File: src/rtl/tempsens_sar_ctrl.sv
// SAR controller for the temperature-sensor DAC/comparator loop: binary-searches the DAC code
// against the synchronised comparator and returns the result with a one-cycle valid strobe.
module tempsens_sar_ctrl #(
   parameter int unsigned BITWIDTH      = 6,
   parameter int unsigned SETTLE_CYCLES = 4
) (
   input  logic                i_clk,
   input  logic                i_rst_n,
   input  logic                i_start,
   input  logic                i_abort,
   input  logic                i_comp,
   output logic [BITWIDTH-1:0] o_dac_data,
   output logic                o_dac_enable,
   output logic                o_busy,
   output logic [BITWIDTH-1:0] o_result,
   output logic                o_valid
);

   typedef enum logic [1:0] {StIdle, StSettle, StDecide} state_e;

   localparam int unsigned  IdxW    = (BITWIDTH > 1) ? $clog2(BITWIDTH) : 1;
   localparam logic [IdxW-1:0] IdxTop = IdxW'(BITWIDTH - 1);
   localparam logic [IdxW-1:0] IdxOne = IdxW'(1);
   localparam logic [7:0]   CntLoad = 8'(SETTLE_CYCLES - 1);

   state_e              state_q, state_d;
   logic [IdxW-1:0]     idx_q, idx_d;
   logic [7:0]          cnt_q, cnt_d;
   logic [BITWIDTH-1:0] dac_q, dac_d;
   logic                en_q, en_d;
   logic [BITWIDTH-1:0] result_q, result_d;
   logic                valid_q, valid_d;
   logic                sync_q, comp_s;
   logic [BITWIDTH-1:0] code;

   always_ff @(posedge i_clk or negedge i_rst_n) begin
      if (!i_rst_n) begin
         sync_q   <= 1'b0;
         comp_s   <= 1'b0;
         state_q  <= StIdle;
         idx_q    <= IdxTop;
         cnt_q    <= '0;
         dac_q    <= '0;
         en_q     <= 1'b0;
         result_q <= '0;
         valid_q  <= 1'b0;
      end else begin
         sync_q   <= i_comp;
         comp_s   <= sync_q;
         state_q  <= state_d;
         idx_q    <= idx_d;
         cnt_q    <= cnt_d;
         dac_q    <= dac_d;
         en_q     <= en_d;
         result_q <= result_d;
         valid_q  <= valid_d;
      end
   end

   always_comb begin
      state_d  = state_q;
      idx_d    = idx_q;
      cnt_d    = cnt_q;
      dac_d    = dac_q;
      en_d     = en_q;
      result_d = result_q;
      valid_d  = 1'b0;
      code     = dac_q;

      unique case (state_q)
         StIdle: begin
            dac_d = '0;
            en_d  = 1'b0;
            if (i_start && !i_abort) begin
               dac_d[BITWIDTH-1] = 1'b1;
               idx_d             = IdxTop;
               cnt_d             = CntLoad;
               en_d              = 1'b1;
               state_d           = StSettle;
            end
         end
         StSettle: begin
            if (i_abort) begin
               dac_d   = '0;
               en_d    = 1'b0;
               idx_d   = IdxTop;
               state_d = StIdle;
            end else if (cnt_q == 8'd0) begin
               state_d = StDecide;
            end else begin
               cnt_d = cnt_q - 8'd1;
            end
         end
         StDecide: begin
            if (i_abort) begin
               dac_d   = '0;
               en_d    = 1'b0;
               idx_d   = IdxTop;
               state_d = StIdle;
            end else begin
               // comp_s=1 means the sensed voltage is above the DAC, so the trial bit stays set
               if (!comp_s) code[idx_q] = 1'b0;
               if (idx_q != '0) begin
                  code[idx_q - IdxOne] = 1'b1;
                  dac_d                = code;
                  idx_d                = idx_q - IdxOne;
                  cnt_d                = CntLoad;
                  state_d              = StSettle;
               end else begin
                  result_d = code;
                  valid_d  = 1'b1;
                  dac_d    = '0;
                  en_d     = 1'b0;
                  idx_d    = IdxTop;
                  state_d  = StIdle;
               end
            end
         end
         default: begin
            dac_d   = '0;
            en_d    = 1'b0;
            state_d = StIdle;
         end
      endcase
   end

   assign o_dac_data   = dac_q;
   assign o_dac_enable = en_q;
   assign o_busy       = (state_q != StIdle);
   assign o_result     = result_q;
   assign o_valid      = valid_q;

endmodule

File: config.mk
export PLATFORM = sky130hd
export DESIGN_NAME = tempsens_sar_ctrl
export DESIGN_NICKNAME = d
export VERILOG_FILES = /design/src/rtl/tempsens_sar_ctrl.sv
export SDC_FILE = /design/constraint.sdc
export NUM_CORES = 1
export LEC_CHECK = 0
export ABC_CLOCK_PERIOD_IN_PS = 5450
export BUFFER_PORTS_ARGS = -buffer_cell sky130_fd_sc_hd__buf_2
export CAP_MARGIN = 25
export CORE_UTILIZATION = 40
export CTS_BUF_LIST = sky130_fd_sc_hd__clkbuf_8
export CTS_CLUSTER_DIAMETER = 80
export CTS_CLUSTER_SIZE = 28
export DETAILED_ROUTE_END_ITERATION = 12
export SYNTH_ARGS = -nofsm -noshare
export SYNTH_HDL_FRONTEND = slang
export SYNTH_SLANG_ARGS = --single-unit
File: constraint.sdc
create_clock -name i_clk -period 5.45 [get_ports i_clk]
set_input_delay 0.8175 -clock i_clk [delete_from_list [all_inputs] [get_ports i_clk]]
set_output_delay 0.8175 -clock i_clk [all_outputs]
set_load 0.02 [all_outputs]
== Word-level counts from Yosys, hierarchy flattened ==
Cells that the tools add are included.
W data, S select, Z words.

* Input port bits: 5
* Memory bits (writable): 0
* Flip-flop bits (word level): 29
* Memories kept: 0
* Bits in read-only memories: 0
* Output and inout bits: 15
* Bits in latches: 0

* Reduce and logical (&&, ||, !) cells: 14
* Shift-type cells: 0
* Bitwise operators: 5
* Multipliers: 0
* Equality and inequality tests: 10
* Divide/modulo/power cells: 0
* Magnitude comparators: 4
* Mux-type cells: 36
* Add/sub/neg operators: 2

{| class="wikitable"
|+ Operators by type and width
! kind !! count
|-
| $mux W8 || 5
|-
| $mux W6 || 6
|-
| $pmux W8 S3 || 1
|-
| $pmux W6 S3 || 1
|-
| $mux W3 || 4
|-
| $ne A2 B2 Y1 const B || 6
|-
| $mux W1 || 11
|-
| $pmux W3 S3 || 1
|-
| $logic_not A8 Y1 || 1
|-
| $lt A3 B4 Y1 const B || 2
|-
| $sub A8 B1 Y8 const B || 1
|-
| $and A6 B6 Y6 || 1
|-
| $demux W1 S3 || 2
|-
| $ge A3 B1 Y1 const B || 2
|-
| $mux W2 || 3
|-
| $ne A3 B3 Y1 const B || 2
|-
| $not A6 Y6 || 1
|-
| $or A6 B6 Y6 || 1
|-
| $pmux W2 S3 || 1
|-
| $reduce_and A3 Y1 || 2
|-
| $reduce_and A6 Y1 || 1
|-
| $reduce_bool A3 Y1 || 2
|-
| $reduce_and A2 Y1 || 2
|-
| $logic_and A1 B1 Y1 || 3
|-
| other kinds (8) || 9
|}

== Depth between registers and ports, before layout ==
Gate-level depths: netlist of run 1.

* Word-level depth: 13
* Mapped depth: 9
* Mapped depth without buffers: 7

== Worst setup path before layout of run 1 ==
Ideal clock, no wire load.

* Kind: input port to flip-flop
* Start point: input i_abort
* End point: register cnt_q[7]
* Arrival time: 1915 ps
* Stages: 3
* Slack: 3415 ps
* Path through: or3b_4 -> or4_4 -> a31o_1

* Longest elaborated chain between the ends: 4
* Elaborated cells between the ends (all ways): 6

{| class="wikitable"
|+ Ends and longest elaborated chain
! what !! RTL line !! RTL
|-
| start: declaration || 10 || <nowiki>input logic i_abort,</nowiki>
|-
| $logic_not A1 Y1 || 74 || <nowiki>if (i_start && !i_abort) begin</nowiki>
|-
| $logic_and A1 B1 Y1 || 74 ||
|-
| $ne A2 B2 Y1 (no line) || - ||
|-
| $reduce_and A6 Y1 (no line) * || - ||
|-
| end signal: assignment || 52 || <nowiki>cnt_q <= cnt_d;</nowiki>
|-
| end: declaration || 28 || <nowiki>logic [7:0] cnt_q, cnt_d;</nowiki>
|}

Every way passes the cells marked *; elsewhere a longest branch is shown, timed or not.
A chain may end at the register's enable or synchronous reset.

== Final worst setup path of run 1 ==
* Start point: register state_q[1]
* End point: output o_busy

* Longest elaborated chain between the ends: 1

{| class="wikitable"
|+ Ends and longest elaborated chain
! what !! RTL line !! RTL
|-
| start: declaration || 26 || <nowiki>state_e state_q, state_d;</nowiki>
|-
| start signal: assignment || 40 || <nowiki>state_q <= StIdle;</nowiki>
|-
| start signal: assignment || 50 || <nowiki>state_q <= state_d;</nowiki>
|-
| $reduce_bool A2 Y1 || 129 || <nowiki>assign o_busy = (state_q != StIdle);</nowiki>
|-
| end: declaration || 14 || <nowiki>output logic o_busy,</nowiki>
|}

No other way between the ends.

==> results of run 1 <==
[per-layer routing]
| metal | vias up | GRT usage [%] |
|---|---|---|
| met2 | 18 | 27.3 |
| li1 | 574 | - |
| met5 | - | 0 |
| met1 | 550 | 23.7 |
| met4 | 0 | 7.85 |
| met3 | 5 | 5.47 |
[cells in the final DEF, fill, tap and decap left out, types with 2 or more instances in the layout]
cell type and instances:
o31a_1 3, clkbuf_8 6, or4_1 2, dfrtp_1 27, o41ai_1 2, or2_2 2
dfstp_2 2, ha_1 4, nor2_1 5, or4_4 2, o211ai_1 3, o21ai_0 11
a31oi_1 2, buf_2 19, or3_1 2, nand2b_1 4, inv_1 12, o311ai_0 2
mux2_2 2, nand2_1 27, a21oi_1 7, o32ai_1 2
[state kept, by name, summed over array words and instances, names as in the netlist]
signal / count
cnt_q: 8
comp_s: 1
idx_q: 3
o_dac_data: 6
o_dac_enable: 1
o_result: 6
o_valid: 1
state_q: 2
sync_q: 1
[where the power goes]
group	internal, mW	switching [mW]
Sequential	0.242	0.0303
Clock	0.0989	0.0764
Combinational	0.0605	0.0804
[final cells by class]
class,instances,area share [%]
Multi-Input combinational cell,104,40.6
Tap cell,46,3.39
Clock inverter,2,0.442
Clock buffer,6,4.86
Sequential cell,29,42.9
Inverter,10,2.21
Timing Repair Buffer,19,5.60
[worst paths after layout]
kind | startpoint | to | cells past startpoint | slack, ns
max | state_q[1]$_DFFE_PN0P_ | o_busy | 2 | 3.34
min | sync_q$_DFF_PN0_ | comp_s$_DFF_PN0_ | 0 | 0.35
max reg2reg | idx_q[0]$_DFFE_PN1P_ | o_dac_data[3]$_DFFE_PN0N_ | 6 | 3.59
min reg2reg | sync_q$_DFF_PN0_ | comp_s$_DFF_PN0_ | 0 | 0.35
max in group asynchronous | i_rst_n | sync_q$_DFF_PN0_ | 1 | 4.47
min in group asynchronous | i_rst_n | idx_q[1]$_DFFE_PN0P_ | 1 | 0.56
[worst max-delay path, delay by kind of cell (launching register included)]
family,cells,cell delay [ns]
buf+inv,1,0.16
simple gates,1,0.35
flops,1,0.50
[logic make-up after synthesis]
group,synth area share (%)
compound gates,20.5
xor+xnor,0.589
fa+ha+maj,3.37
buf+inv,4.55
flops,49.0
mux,2.19
simple gates,19.9
[per-stage QoR]
step	instance area, um^2	std cells	setup slack, ns	utilization, %	total power [mW]
4_1_cts	1700	216	3.33	49.4	0.597
3_3_place_gp	1610	208	3.24	46.7	0.409
6_report	1700	216	3.34	49.4	0.588
2_1_floorplan	1490	148	3.42	-	0.382
5_1_grt	1700	216	3.29	49.4	0.630
3_5_place_dp	1610	208	3.18	46.7	0.418
==> metrics.md, run 1 <==
| Metric | Value |
|---|---|
| Synth area leaders | dfrtp_1, nand2_1, o21ai_0 |
| Worst Setup Path Type | reg -> out |
| Seq. cell area | 728 um^2 |
| TritonCTS Buffers | 5 |
| Setup TNS | 0 ns |
| Hold Slack | 0.354 ns |
| GP Congestion | 0.838 |
| Vias in the first global route | 1175 |
| Arrival time worst endpoint | 1.29 ns |
| Slew @ Worst Pin | 0.643 ns |
| Max frequency | 0.474 GHz |
| Number of vias per cell | 5.31 |
| First-pass GRT wire length | 5.46 mm |
| Routed wl met2 | 1.30 mm |
| PostCTS Resize Cnt | 0 |
| Layout Skew | 0.00981 ns |
| Synth warn | 0 |
| H-tree depth | 2 |
| Maxcap violations | 0 |
| Layout area overhead | 14.3% |
| CTS clk-pin slew, worst paths | 0.06 ns |
| DRT antenna net count | 0 |
| Slowest CP cell | dfrtp_1 |
| I/O pins | 20 |
| Ys flop type | dfrtp_1 |
| Peak supply drop | 0.166 mV |
| Rows | 21 |
| Syn avg cell area | 10.0 um^2 |
| Startpoint types | register |
| DIE WIDTH | 63.0 um |
| Ant diodes | 0 |
| Distinct cells, synth | 45 |
| Post-DP HPWL | 2.16 mm |
| DR vias | 1147 |
| Leak | 0.834 nW |
| DR top layer | met4 |
| Port Buffers | 19 |
| Post-CTS setup buffer count | 0 |
| Syn Std Cell Area | 1490 um^2 |
| Mapped Nets | 157 |
| EDFF count, synth | 0 |
| Share of cells above drive strength 1 | 22.9% |
| Initial antenna violation count | 0 |
| GR Util All Layers | 18.1% |
| Sinks on Clock Net | 29 |
| Flops & latches, synth | 29 |
| Tcrit/Tclk final | 38.7% |
| Worst-case clock buffer depth | 2 |
| Rel. slew slack | 57.1% |
| Critical Path Max Stage Delay | 0.50 ns |
| Hold Fails Final Rpt | 0 |
| Die area | 3960 um^2 |
| Final net count | 178 |
| CP required | 4.63 ns |
| Initial Utilization | 43.2% |
| Area of the multi-input gates | 691 um^2 |
| Synthesized instance count | 148 |
| Filler cell count | 339 |
| Synth cell count leaders | dfrtp_1, nand2_1, o21ai_0, inv_1, a21oi_1 |
| Met3 wire length | 125 um |
| DRT iter0 DRCs | 65 |
| RSZ-0062 raised after global routing | false |
| Final min period | 2.11 ns |
| CP max FO | 11 |
| Max-slew violations | 0 |
| Endpoints failing setup | 0 |
| Critical-path cell list | or2_2 -> buf_2 |
| TritonCTS clock tree | yes |
| Top cell type's share of synthesized area | 45.5% |
| Outcome | finished clean |
| WL final | 2.97 mm |
| Residual DRC | 0 |
| Seq/Total Area, Yosys | 49.0% |
| Hold_buf cts | 0 |
| Pwr dens | 346 nW/um^2 |
| GRT overflow | 0 |
| Area leader, netlist | dfrtp_1 |
| Met1 Wirelength | 1.50 mm |
| Die height | 63.0 um |
| CP Capture Type | output port |
| Drt pass-1 iters | 4 |
| Ys async rst share | 100% |
| Largest net degree at the start of global routing | 30 |
| Core Area | 3440 um^2 |
| Clock Latency Late Sink | 0.28 ns |
| Worst Hold Class | reg -> reg |
| Root Buffer | clkbuf_8 |
| Drt wl/cell | 13.8 um |
Note: power is estimated with default switching activity, not from simulation.
==> run 2, diff against run 1 <==
--- a/config.mk
+++ b/config.mk
@@ -5,7 +5,8 @@
 export SDC_FILE = /design/constraint.sdc
 export NUM_CORES = 1
 export LEC_CHECK = 0
-export ABC_CLOCK_PERIOD_IN_PS = 5450
+export ABC_AREA = 1
+export ABC_CLOCK_PERIOD_IN_PS = 2100
 export BUFFER_PORTS_ARGS = -buffer_cell sky130_fd_sc_hd__buf_2
 export CAP_MARGIN = 25
 export CORE_UTILIZATION = 40
==> constraint.sdc (replaced) <==
create_clock -name i_clk -period 2.1 [get_ports i_clk]
set_input_delay 0.315 -clock i_clk [delete_from_list [all_inputs] [get_ports i_clk]]
set_output_delay 0.315 -clock i_clk [all_outputs]
set_load 0.02 [all_outputs]
==> run 2 against run 1 <==
Non-clock buffer count is the same; clock power grew 140%; final cell count up 22%; sequential cell count did not move; global-route usage down 0.26 points; critical path depth up 6; clock skew fell by 0.0034 ns; register-to-register slack worse by 3.2 ns; worst hold slack got worse by 0.30 ns.
==> metrics.md, run 2 <==
| Metric | Value |
|---|---|
| First-pass GRT wire length | 5.39 mm (was 5.46 mm) |
| Layout Skew | 0.00644 ns (was 0.00981 ns) |
| Final net count | 225 (was 178) |
| Tcrit/Tclk final | 82.9% |
| EDFF count, synth | 0 (unchanged) |
| Seq/Total Area, Yosys | 49.1% (was 49.0%) |
| Largest register by flop count | cnt_q (unchanged) |
| DIE WIDTH | 62.9 um (was 63.0 um) |
| Port Buffers | 19 (unchanged) |
| Final Util | 49.5% (was 49.4%) |
| Worst Setup Path Type | reg -> reg (was reg -> out) |
| Critical-path cell list | inv_1 -> ha_1 -> nand2_2 -> nand3_2 -> nand3_1 -> nand2_2 -> nand2_1 -> o21ai_2 (was or2_2 -> buf_2) |
| CP required | 2.27 ns (was 4.63 ns) |
| Clock Latency Late Sink | 0.28 ns (about the same) |
| Flops & latches, synth | 29 (unchanged) |
| Most frequent cells in the layout | nand2_1, dfrtp_1, inv_1, nor2_1, o21ai_0 (was nand2_1, dfrtp_1, buf_2, inv_1, o21ai_0) |
| Max reg flops | 8 (unchanged) |
| Root Buffer | clkbuf_8 (unchanged) |
| Syn Std Cell Area | 1480 um^2 (was 1490 um^2) |
| Endpoints failing setup | 0 (unchanged) |
| PostCTS Resize Cnt | 0 (unchanged) |
| Slew @ Worst Pin | 0.642 ns (was 0.643 ns) |
| Arrival time worst endpoint | 1.91 ns (was 1.29 ns) |
| Critical Path Max Stage Delay | 0.56 ns (was 0.50 ns) |
| WL final | 2.98 mm (was 2.97 mm) |
| Hold_buf cts | 0 (unchanged) |
| Leak | 0.938 nW (was 0.834 nW) |
| CP Capture Type | register (was output port) |
| Initial Utilization | 43.1% (was 43.2%) |
| CP max FO | 14 (was 11) |
| H-tree depth | 2 (unchanged) |
| Initial antenna violation count | 0 (unchanged) |
| CTS clk-pin slew, worst paths | 0.06 ns (about the same) |
| Max-slew violations | 0 (unchanged) |
| Sinks on Clock Net | 29 (unchanged) |
| Residual DRC | 0 (unchanged) |
| GP Congestion | 0.813 (was 0.838) |
| Rel. slew slack | 57.2% (was 57.1%) |
| I/O pins | 20 (unchanged) |
| R2R Path Start | idx_q[0]$_DFFE_PN1P_ (unchanged) |
| TritonCTS Buffers | 5 (unchanged) |
| Register-to-register setup slack | 0.36 ns (was 3.59 ns) |
| Distinct cells, synth | 20 (was 45) |
| Core Area | 3440 um^2 (unchanged) |
| Die height | 62.9 um (was 63.0 um) |
| GR Util All Layers | 17.8% (was 18.1%) |
| Syn avg cell area | 7.77 um^2 (was 10.0 um^2) |
| Number of vias per cell | 4.79 (was 5.31) |
| DRT iter0 DRCs | 40 (was 65) |
| Drt pass-1 iters | 4 (unchanged) |
| Ys flop type | dfrtp_1 (unchanged) |
| Ys async rst share | 100% (unchanged) |
| Maxcap violations | 0 (unchanged) |
| Outcome | finished clean (unchanged) |
| DRT antenna net count | 0 (unchanged) |
| Synth cell count leaders | nand2_1, dfrtp_1, inv_1, nor2_1, o21ai_0 (was dfrtp_1, nand2_1, o21ai_0, inv_1, a21oi_1) |
| Die area | 3960 um^2 (about the same) |
| Mapped Nets | 200 (was 157) |
| Startpoint types | register (unchanged) |
| Ant diodes | 0 (unchanged) |
| Share of cells above drive strength 1 | 17.1% (was 22.9%) |
| Setup TNS | 0 ns (unchanged) |
| Rows | 21 (unchanged) |
| Drt wl/cell | 11.3 um (was 13.8 um) |
| Largest net degree at the start of global routing | 30 (unchanged) |
| Post-CTS setup buffer count | 0 (unchanged) |
| Crit path launch | idx_q[0]$_DFFE_PN1P_ (was state_q[1]$_DFFE_PN0P_) |
| Worst Hold Class | in -> async (was reg -> reg) |
| Worst-case clock buffer depth | 2 (unchanged) |
| Synth area leaders | dfrtp_1, nand2_1, o21ai_0 (unchanged) |
| Area leader, netlist | dfrtp_1 (unchanged) |
| Hold Fails Final Rpt | 0 (unchanged) |
| RSZ-0062 raised after global routing | false (unchanged) |
| TritonCTS clock tree | yes (unchanged) |
| Post-DP HPWL | 2.21 mm (was 2.16 mm) |
| Synth warn | 0 (unchanged) |
| Top cell type's share of synthesized area | 45.5% (about the same) |
| Pwr dens | 836 nW/um^2 (was 346 nW/um^2) |
| Vias in the first global route | 1241 (was 1175) |
| Most frequent cell after synthesis | nand2_1 |
| Synthesized instance count | 191 (was 148) |
| DR vias | 1261 (was 1147) |
| CP dominant cell by count | nand2_2 |
| Slowest CP cell | dfstp_2 (was dfrtp_1) |
| Peak supply drop | 0.481 mV (was 0.166 mV) |
| Most common cell after layout, fill and taps aside | nand2_1 |
| Final min period | 1.74 ns |
| GRT overflow | 0 (unchanged) |
| Max frequency | 0.574 GHz |
| Layout area overhead | 14.9% (was 14.3%) |
## run 2: cell count changes after synthesis, moves of 3 or more
cell      change
nor2_1       +16
nand2b_1      -4
nand3_1      +12
nand2_1      +31
o21ai_0       +9
inv_1        +12
o31a_1        -3
inv_2         +3
o211ai_1      -3
clkbuf_1      -3
## run 2: cell families after synthesis
| group | share of synthesized area [%] |
|---|---|
| simple gates | 27.9 |
| compound gates | 11.4 |
| flops | 49.1 |
| buf+inv | 7.08 |
| fa+ha+maj | 3.37 |
| xor+xnor | 1.18 |
## run 2: routing by layer
layer	wire [um]	global-route usage [%]	up-vias
li1	-	-	653
met1	1340	19.8	583
met2	1470	30.5	18
met3	101	6.02	7
met4	70	7.85	0
met5	0	0	-
## run 2: report_power, final
group          internal (mW)  switching, mW
Clock                  0.220          0.205
Combinational          0.110          0.241
Sequential             0.611         0.0385
Total                  0.941          0.484
## run 2: through the flow
step | setup WS [ns] | cells | power (mW) | hold slack (ns) | instance area [um^2]
floorplan | 0.525 | 191 | 0.927 | 0.0194 | 1480
global placement | 0.437 | 255 | 1.00 | 0.334 | 1630
detailed placement | 0.358 | 255 | 1.01 | 0.336 | 1630
CTS | 0.350 | 263 | 1.44 | 0.0785 | 1710
global route | 0.198 | 263 | 1.53 | 0.109 | 1710
finish | 0.358 | 263 | 1.43 | 0.0561 | 1710
## run 2: cell type report
cell class | instances | area [um^2]
Tap cell | 46 | 57.6
Clock buffer | 5 | 68.8
Clock inverter | 3 | 11.3
Multi-Input combinational cell | 136 | 651
Timing Repair Buffer | 19 | 95.1
Fill cell | 362 | 1740
Sequential cell | 29 | 728
Inverter | 25 | 93.8
## run 2: path summary, 6_finish.rpt
kind	cells after the start	end
worst max-delay path	8	cnt_q[2]$_DFFE_PN0P_
worst min-delay path	1	o_result[2]$_DFFE_PN0P_
worst max register to register	8	cnt_q[2]$_DFFE_PN0P_
worst min register to register	0	comp_s$_DFF_PN0_
max in group asynchronous	1	o_valid$_DFF_PN0_
min in group i_clk	1	sync_q$_DFF_PN0_
## run 2: worst max-delay path: cells and delay by family, from the launching register on
kind	cells	cell delay, ns
and+or+nand+nor	5	0.66
DFF	1	0.56
adders and majority gates	1	0.23
buffers and inverters	1	0.12
AOI/OAI and AO/OA	1	0.06
